$ cat src/rtl/mem_exec_unit_pkg.sv
// Shared types for the memory execute unit: uop layout, memory op/size encodings, FSM states.
// Pure declarations; no timing or flow-control behaviour lives here.
package mem_exec_unit_pkg;
   localparam int XLEN  = 32;
   localparam int STRBW = XLEN / 8;
   localparam int IMM_W = 12;
   localparam int PRF_W = 6;
   localparam int ROB_W = 5;

   typedef enum logic {MEM_LD = 1'b0, MEM_ST = 1'b1} mem_type_t;
   typedef enum logic [1:0] {MEM_B = 2'd0, MEM_H = 2'd1, MEM_W = 2'd2} mem_size_t;
   typedef enum logic [2:0] {ST_IDLE, ST_REQ, ST_RESP, ST_WB, ST_DRAIN} mem_exec_state_t;

   typedef struct packed {
      logic                    valid;
      mem_type_t               mem_type;
      mem_size_t               mem_size;
      logic                    mem_signed;
      logic [IMM_W-1:0]        imm;
      logic [PRF_W-1:0]        rd_prf_int_index;
      logic [ROB_W-1:0]        rob_index;
   } micro_op_t;

   // Halves need an even address, words a 4-byte aligned one.
   function automatic logic is_misaligned(input mem_size_t size, input logic [1:0] lo);
      case (size)
         MEM_B:   return 1'b0;
         MEM_H:   return lo[0];
         default: return lo != 2'b00;
      endcase
   endfunction
endpackage

$ cat src/rtl/mem_data_align.sv
// Byte-lane steering: store data/strobe replication and load shift plus sign/zero extension.
// Purely combinational, zero latency, no flow control.
module mem_data_align
   import mem_exec_unit_pkg::*;
(
   input  mem_size_t         st_size,
   input  logic [1:0]        st_lo,
   input  logic [XLEN-1:0]   st_data,
   output logic [XLEN-1:0]   st_wdata,
   output logic [STRBW-1:0]  st_strb,
   input  mem_size_t         ld_size,
   input  logic              ld_signed,
   input  logic [1:0]        ld_lo,
   input  logic [XLEN-1:0]   ld_raw,
   output logic [XLEN-1:0]   ld_data
);
   logic [XLEN-1:0] shifted;

   always_comb begin
      st_wdata = st_data;
      st_strb  = 4'b1111;
      case (st_size)
         MEM_B: begin
            st_wdata = {4{st_data[7:0]}};
            st_strb  = 4'b0001 << st_lo;
         end
         MEM_H: begin
            st_wdata = {2{st_data[15:0]}};
            st_strb  = 4'b0011 << st_lo;
         end
         default: ;
      endcase
   end

   always_comb begin
      shifted = ld_raw >> {ld_lo, 3'b000};
      ld_data = shifted;
      case (ld_size)
         MEM_B:   ld_data = {{(XLEN-8){ld_signed & shifted[7]}}, shifted[7:0]};
         MEM_H:   ld_data = {{(XLEN-16){ld_signed & shifted[15]}}, shifted[15:0]};
         default: ;
      endcase
   end
endmodule

$ cat src/rtl/mem_exec_unit.sv
// Single-issue load/store execute: accept uop, one memory request, wait for load data, one-cycle writeback.
// Latency: store 2 cycles, load resp+1, misaligned 1; ex_busy holds off issue; writeback has no backpressure.
module mem_exec_unit
   import mem_exec_unit_pkg::*;
(
   input  logic              clock,
   input  logic              reset,
   input  logic              clear,
   input  micro_op_t         uop_in,
   input  logic [XLEN-1:0]   rs1_value,
   input  logic [XLEN-1:0]   rs2_value,
   output logic              ex_busy,
   output logic              mem_req_valid,
   input  logic              mem_req_ready,
   output logic [XLEN-1:0]   mem_req_addr,
   output logic              mem_req_we,
   output logic [XLEN-1:0]   mem_req_wdata,
   output logic [STRBW-1:0]  mem_req_strb,
   input  logic              mem_resp_valid,
   input  logic [XLEN-1:0]   mem_resp_data,
   output logic              wb_valid,
   output micro_op_t         wb_uop,
   output logic [XLEN-1:0]   wb_data,
   output logic              wb_misaligned
);
   mem_exec_state_t state, state_nxt;
   micro_op_t       uop_q;
   logic [XLEN-1:0] addr_q, wdata_q, data_q;
   logic [STRBW-1:0] strb_q;
   logic            misal_q;

   logic [XLEN-1:0] eff_addr, st_wdata, ld_data;
   logic [STRBW-1:0] st_strb;
   logic            accept, misal_in;

   assign eff_addr = rs1_value + {{(XLEN-IMM_W){uop_in.imm[IMM_W-1]}}, uop_in.imm};
   assign accept   = (state == ST_IDLE) & uop_in.valid & ~clear;
   assign misal_in = is_misaligned(uop_in.mem_size, eff_addr[1:0]);

   mem_data_align u_align (
      .st_size   (uop_in.mem_size),
      .st_lo     (eff_addr[1:0]),
      .st_data   (rs2_value),
      .st_wdata  (st_wdata),
      .st_strb   (st_strb),
      .ld_size   (uop_q.mem_size),
      .ld_signed (uop_q.mem_signed),
      .ld_lo     (addr_q[1:0]),
      .ld_raw    (mem_resp_data),
      .ld_data   (ld_data)
   );

   always_comb begin
      state_nxt = state;
      case (state)
         ST_IDLE:  if (accept) state_nxt = misal_in ? ST_WB : ST_REQ;
         ST_REQ: begin
            if (clear)              state_nxt = ST_IDLE;
            else if (mem_req_ready) state_nxt = (uop_q.mem_type == MEM_ST) ? ST_WB : ST_RESP;
         end
         // A flushed load still owes us a response, so swallow it before going idle.
         ST_RESP: begin
            if (clear)               state_nxt = mem_resp_valid ? ST_IDLE : ST_DRAIN;
            else if (mem_resp_valid) state_nxt = ST_WB;
         end
         ST_WB:    state_nxt = ST_IDLE;
         ST_DRAIN: if (mem_resp_valid) state_nxt = ST_IDLE;
         default:  state_nxt = ST_IDLE;
      endcase
   end

   always_ff @(posedge clock) begin
      if (!reset) begin
         state   <= ST_IDLE;
         uop_q   <= '0;
         addr_q  <= '0;
         wdata_q <= '0;
         strb_q  <= '0;
         data_q  <= '0;
         misal_q <= 1'b0;
      end else begin
         state <= state_nxt;
         if (accept) begin
            uop_q   <= uop_in;
            addr_q  <= eff_addr;
            wdata_q <= st_wdata;
            strb_q  <= (uop_in.mem_type == MEM_ST) ? st_strb : '0;
            data_q  <= '0;
            misal_q <= misal_in;
         end else if (state == ST_RESP && mem_resp_valid && !clear) begin
            data_q <= ld_data;
         end
      end
   end

   assign ex_busy       = (state != ST_IDLE);
   assign mem_req_valid = (state == ST_REQ) & ~clear;
   assign mem_req_addr  = {addr_q[XLEN-1:2], 2'b00};
   assign mem_req_we    = (uop_q.mem_type == MEM_ST);
   assign mem_req_wdata = wdata_q;
   assign mem_req_strb  = strb_q;
   assign wb_valid      = (state == ST_WB) & ~clear;
   assign wb_uop        = uop_q;
   assign wb_data       = data_q;
   assign wb_misaligned = wb_valid & misal_q;
endmodule

$ cat config.mk
export PLATFORM = sky130hd
export DESIGN_NAME = mem_exec_unit
export DESIGN_NICKNAME = d
export VERILOG_FILES = /design/src/rtl/mem_exec_unit_pkg.sv /design/src/rtl/mem_data_align.sv /design/src/rtl/mem_exec_unit.sv
export SDC_FILE = /design/constraint.sdc
export NUM_CORES = 1
export LEC_CHECK = 0
export CAP_MARGIN = 20
export CORE_MARGIN = 2
export CORE_UTILIZATION = 30
export CTS_CLUSTER_DIAMETER = 80
export DETAILED_ROUTE_END_ITERATION = 7
export PLACE_DENSITY = 0.61
export SLEW_MARGIN = 10
export SYNTH_ARGS = -nofsm -noshare
export SYNTH_HDL_FRONTEND = slang
export SYNTH_HIERARCHICAL = 1
export SYNTH_SLANG_ARGS = --single-unit
$ cat constraint.sdc
create_clock -name clock -period 2.8 [get_ports clock]
set_clock_uncertainty 0.1 [all_clocks]
set_input_delay 0.42 -clock clock [delete_from_list [all_inputs] [get_ports clock]]
set_output_delay 0.42 -clock clock [all_outputs]
set_load 0.02 [all_outputs]
======== Word level (Yosys, flattened, before mapping) ========
Cells that the tools add are included.
W data, S select, Z words.
storage, ports and cells
  register bits after elaboration ......... 132
  input bits .............................. 129
  output and inout port bits .............. 133
  logic and storage cells ................. 61
cells by class
  add/subtract/negate cells ............... 1
  equal/unequal tests ..................... 10
  shifts and indexed selects .............. 3
  mux-type cells .......................... 15
  bitwise gates (word level) .............. 9
  reductions and logical operators ........ 10
operator list
  cell                   number
  $pmux W32 S2           2
  $add A32 B32 Y32       1
  $shr A32 B5 Y32        1
  $mux W3                7
  $pmux W3 S4            1
  $pmux W4 S2            1
  $and A1 B1 Y1          7
  $eq A3 B2 Y1 const B   2
  $ne A3 B3 Y1 const B   2
  $eq A2 B1 Y1 const B   2
  $logic_not A2 Y1       2
  $mux W4                1
  $ne A2 B2 Y1 const B   2
  $reduce_and A4 Y1      1
  $shl A1 B2 Y4 const A  1
  $shl A2 B2 Y4 const A  1
  $eq A3 B1 Y1 const B   1
  $eq A3 B3 Y1 const B   1
  $logic_not A3 Y1       1
  $reduce_bool A3 Y1     1
  $logic_and A1 B1 Y1    2
  $mux W2                1
  $not A1 Y1             2
  $pmux W1 S2            1
  other kinds (4)        4

======== Depth between registers and ports, before layout ========
  word-level depth ........................ 6
  depth in mapped cells ................... 9
  gate-level depth less buffers ........... 9

======== Cells and area by module ========
The synthesis kept the hierarchy.
modules (own cells, without submodules)
  module          times used  cells an instance  area an instance (µm²)  seq. area each (µm²)
  mem_exec_unit   1           886                6910.4                  2642.5
  mem_data_align  1           168                1270.0                  0.0

======== Least setup slack after synthesis ========
OpenSTA, ideal clock, no wires.
  kind .................................... input -> register
  start ................................... input uop_in[11] in the netlist's numbering
  end ..................................... register addr_q[18]
  setup time .............................. 0.127 ns
  arrival time ............................ 2.627 ns
  required time ........................... 2.573 ns
  slack ................................... -0.054 ns
  stages on the path ...................... 9
  path buffers ............................ 0
  path through ............................ ha_1 -> fa_1 -> a21o_1 -> a221oi_2 -> a211oi_2 -> a311o_1 -> o311ai_2 -> nor3b_1 -> o31ai_1
on the way
  word-level cells in the longest chain between the ends .. 1
ends and longest elaborated chain
  what                  RTL line             text
  from (decl)           mem_exec_unit.sv:9   input micro_op_t uop_in,
  $add A32 B32 Y32      mem_exec_unit.sv:36  assign eff_addr = rs1_value + {{(XLEN-IMM_W){uop_in.imm[IMM_W-1]}}, uop_in.imm};
  to (signal assigned)  mem_exec_unit.sv:85  addr_q <= eff_addr;
  to (decl)             mem_exec_unit.sv:28  logic [XLEN-1:0] addr_q, wdata_q, data_q;
Every way passes these cells.
A chain may end at the register's enable or synchronous reset.

======== Worst setup path in the final report ========
  start ................................... input rs1_value[1]
  end ..................................... register addr_q[24]
on the way
  word-level cells in the longest chain between the ends .. 1
ends and longest elaborated chain
  what              RTL line             text
  from (decl)       mem_exec_unit.sv:10  input logic [XLEN-1:0] rs1_value,
  $add A32 B32 Y32  mem_exec_unit.sv:36
Every way passes these cells.

==> metrics.md <==
| Metric | Value |
|---|---|
| Async set or reset register ratio after synthesis | 0 |
| Tot Pwr | 6.307 mW |
| Synth unique cells | 69 |
| VDD IR max | 271.1 uV |
| Setup Viol. Count Final | 0 |
| Synth Flop Type | dfxtp_1 |
| Gr ovfl total | 0 |
| Num CTS Buffers | 17 |
| Post-synth top area share | 0.3230 |
| Achievable Freq | 373.2 MHz |
| RePlAce Congestion | 0.8985 |
| H-tree depth | 4 |
| Fin. max-slew vios | 0 |
| Die height | 169.1 um |
| Ratio of cells with drive above 1 in the final layout | 0.1483 |
| Vias in the first global route | 8129 |
| CP arrival | 2.88 ns |
| Startpoint Class | input port |
| Avg Inst Size Synth | 7.761 um2 |
| Global-route wire length before repair | 43.39 mm |
| Detailed-route via count | 8423 |
| Nets | 1510 |
| Endpoints failing hold | 0 |
| Hold_buf cts | 0 |
| CTS tree | yes |
| WL per Instance | 16.23 um |
| Most frequent cells in the layout | clkdlybuf4s50_1 (255), nand2_1 (249), dfxtp_1 (132) |
| RSZ-0062 raised after global routing | false |
| Total Wirelength | 27.65 mm |
| Pre-Repair DR Iteration Count | 5 |
| Synth area leaders | dfxtp_1 (32%), nand2_1 (11%), a21boi_0 (6.8%) |
| EDFF count, synth | 0 |
| Pwr/cell area | 516.1 nW/um2 |
| Setup TNS | 0 ns |
| DRC | 0 |
| Placed Area | 11580 um2 |
| Most common cell after layout, fill and taps aside | clkdlybuf4s50_1 |
| Critical Path RT | 3.00 ns |
| Clock Path Buffers | 2 |
| Worst hold path class | input port to flop |
| Synth Warn # | 6 |
| Critical path endpoint category | flop |
| Syn-to-layout area delta | 49.40% |
| Crit-path max FO | 4 |
| DIE AREA | 28610 um2 |
| Synthesized instance count | 1054 |
| Die Wd | 169.1 um |
| PortBufs | 259 |
| Period utilization | 0.9570 |
| Clock Pin Slew Worst Setup and Hold Paths | 0.07 ns |
| Vias per cell | 4.943 |
| Area of the mapped netlist | 8180 um2 |
| # IOs | 262 |
| Tmin final | 2.680 ns |
| Core area | 26880 um2 |
| DPL Wire Length | 20.96 mm |
| Clock sink total | 132 |
| Max-cap viol count | 0 |
| Total GRT Usage | 0.1895 |
| Post-layout util | 0.4547 |
| Rows | 60 |
| Leakage | 4.721 nW |
| Worst Tran Pin Value | 0.7020 ns |
| Initial antenna violation count | 0 |
| Post-route design area | 12220 um2 |
| Post-DRT Antenna Nets | 0 |
| Initial Util | 0.3044 |
| CTS root buf | clkbuf_16 |
| Status | finished, final reports clean |
| Skew-Pair Late Insertion Delay | 0.41 ns |
| Synth area leader | dfxtp_1 |
| Slew headroom | 0.5303 |
| Type of the worst setup path | input port to flop |
| Synthesis-stage register bit count | 132 |
| Largest net degree at the start of global routing | 63 |
| Sequential element share of the synthesized area | 0.3230 |
| Initial DRC Count | 591 |
[timing repair]
action,CTS,global route
gates cloned,0,0
pin swaps,2,7
resized for setup,3,8
hold endpoints to repair,0,0
endpoints found under the setup margin,6,8
buffers inserted,0,0
[path summary, 6_finish.rpt]
check / startpoint / cells after the start / endpoint / slack (ns)
setup reg to reg: state[0] / 7 / addr_q[24] / 0.59
hold reg to reg: addr_q[11] / 2 / addr_q[11] / 0.35
hold / removal: uop_in[11] / 3 / wb_uop[11] / 0.25
setup / recovery: rs1_value[1] / 9 / addr_q[24] / 0.12
[state kept, by name, indices dropped and copies added, names as in the netlist]
register,cells
wb_data,32
wb_uop,27
addr_q,32
mem_req_we,1
mem_req_wdata,32
misal_q,1
state,3
mem_req_strb,4
[routing by layer]
layer,GRT usage,part of all wire,up-vias
li1,-,-,4237
met1,0.2408,0.44,3907
met2,0.3194,0.47,240
met3,0.04291,0.063,39
met4,0.05909,0.024,0
met5,0,0,-
[metrics by stage]
step	setup WS (ns)	hold slack, ns	instances
floorplan	0.00006839	0.3263	1055
global placement	-0.5394	0.3389	1671
detailed placement	-0.5422	0.3409	1671
CTS	0.002571	0.2509	1703
global route	0.005592	0.2474	1703
finish	0.1203	0.2461	1704
[synth_stat cells (14+ instances only)]
library cell  instances
and2_1               14
mux2_2               17
buf_4                41
nor2_1               27
dfxtp_1             132
nor2b_1              14
nand3_1              16
clkbuf_1             51
a21o_1               18
mux2i_1              26
nand2_1             249
a21boi_0             74
o21ai_0              51
inv_1                16
a21oi_1              91
ha_1                 31
[cells by family after synthesis]
logic type      count (synthesis)  share of synthesized area
simple gates                  382                     0.2059
compound gates                317                     0.2589
flops                         132                     0.3230
buf+inv                       125                    0.08168
mux                            45                    0.05873
fa+ha+maj                      32                    0.04986
xor+xnor                       20                    0.02141
other cells                     1                  0.0004584
[worst max-delay path: stages]
cell,delay (ns)
clkdlybuf4s50_1,0.44
fa_1,0.42
a21o_1,0.23
a221oi_4,0.32
a211oi_4,0.14
a31oi_2,0.22
o211ai_1,0.15
nor4b_1,0.16
or3_1,0.37
[power by group]
part | internal, mW | switching, mW
registers | 2.01 | 0.0846
logic | 0.947 | 1.01
clock network | 1.26 | 1.00
[area by class of cell]
cell class / count / area (um2)
inverter: 16 / 60.06
antenna: 1 / 2.502
clock inverter: 15 / 156.4
clock buffer: 17 / 425.4
multi-input combinational: 798 / 4950
fill: 2684 / 14650
tap: 341 / 426.7
sequential: 132 / 2643
timing repair buffer: 384 / 3558
Power figures use the tool's default switching activity.
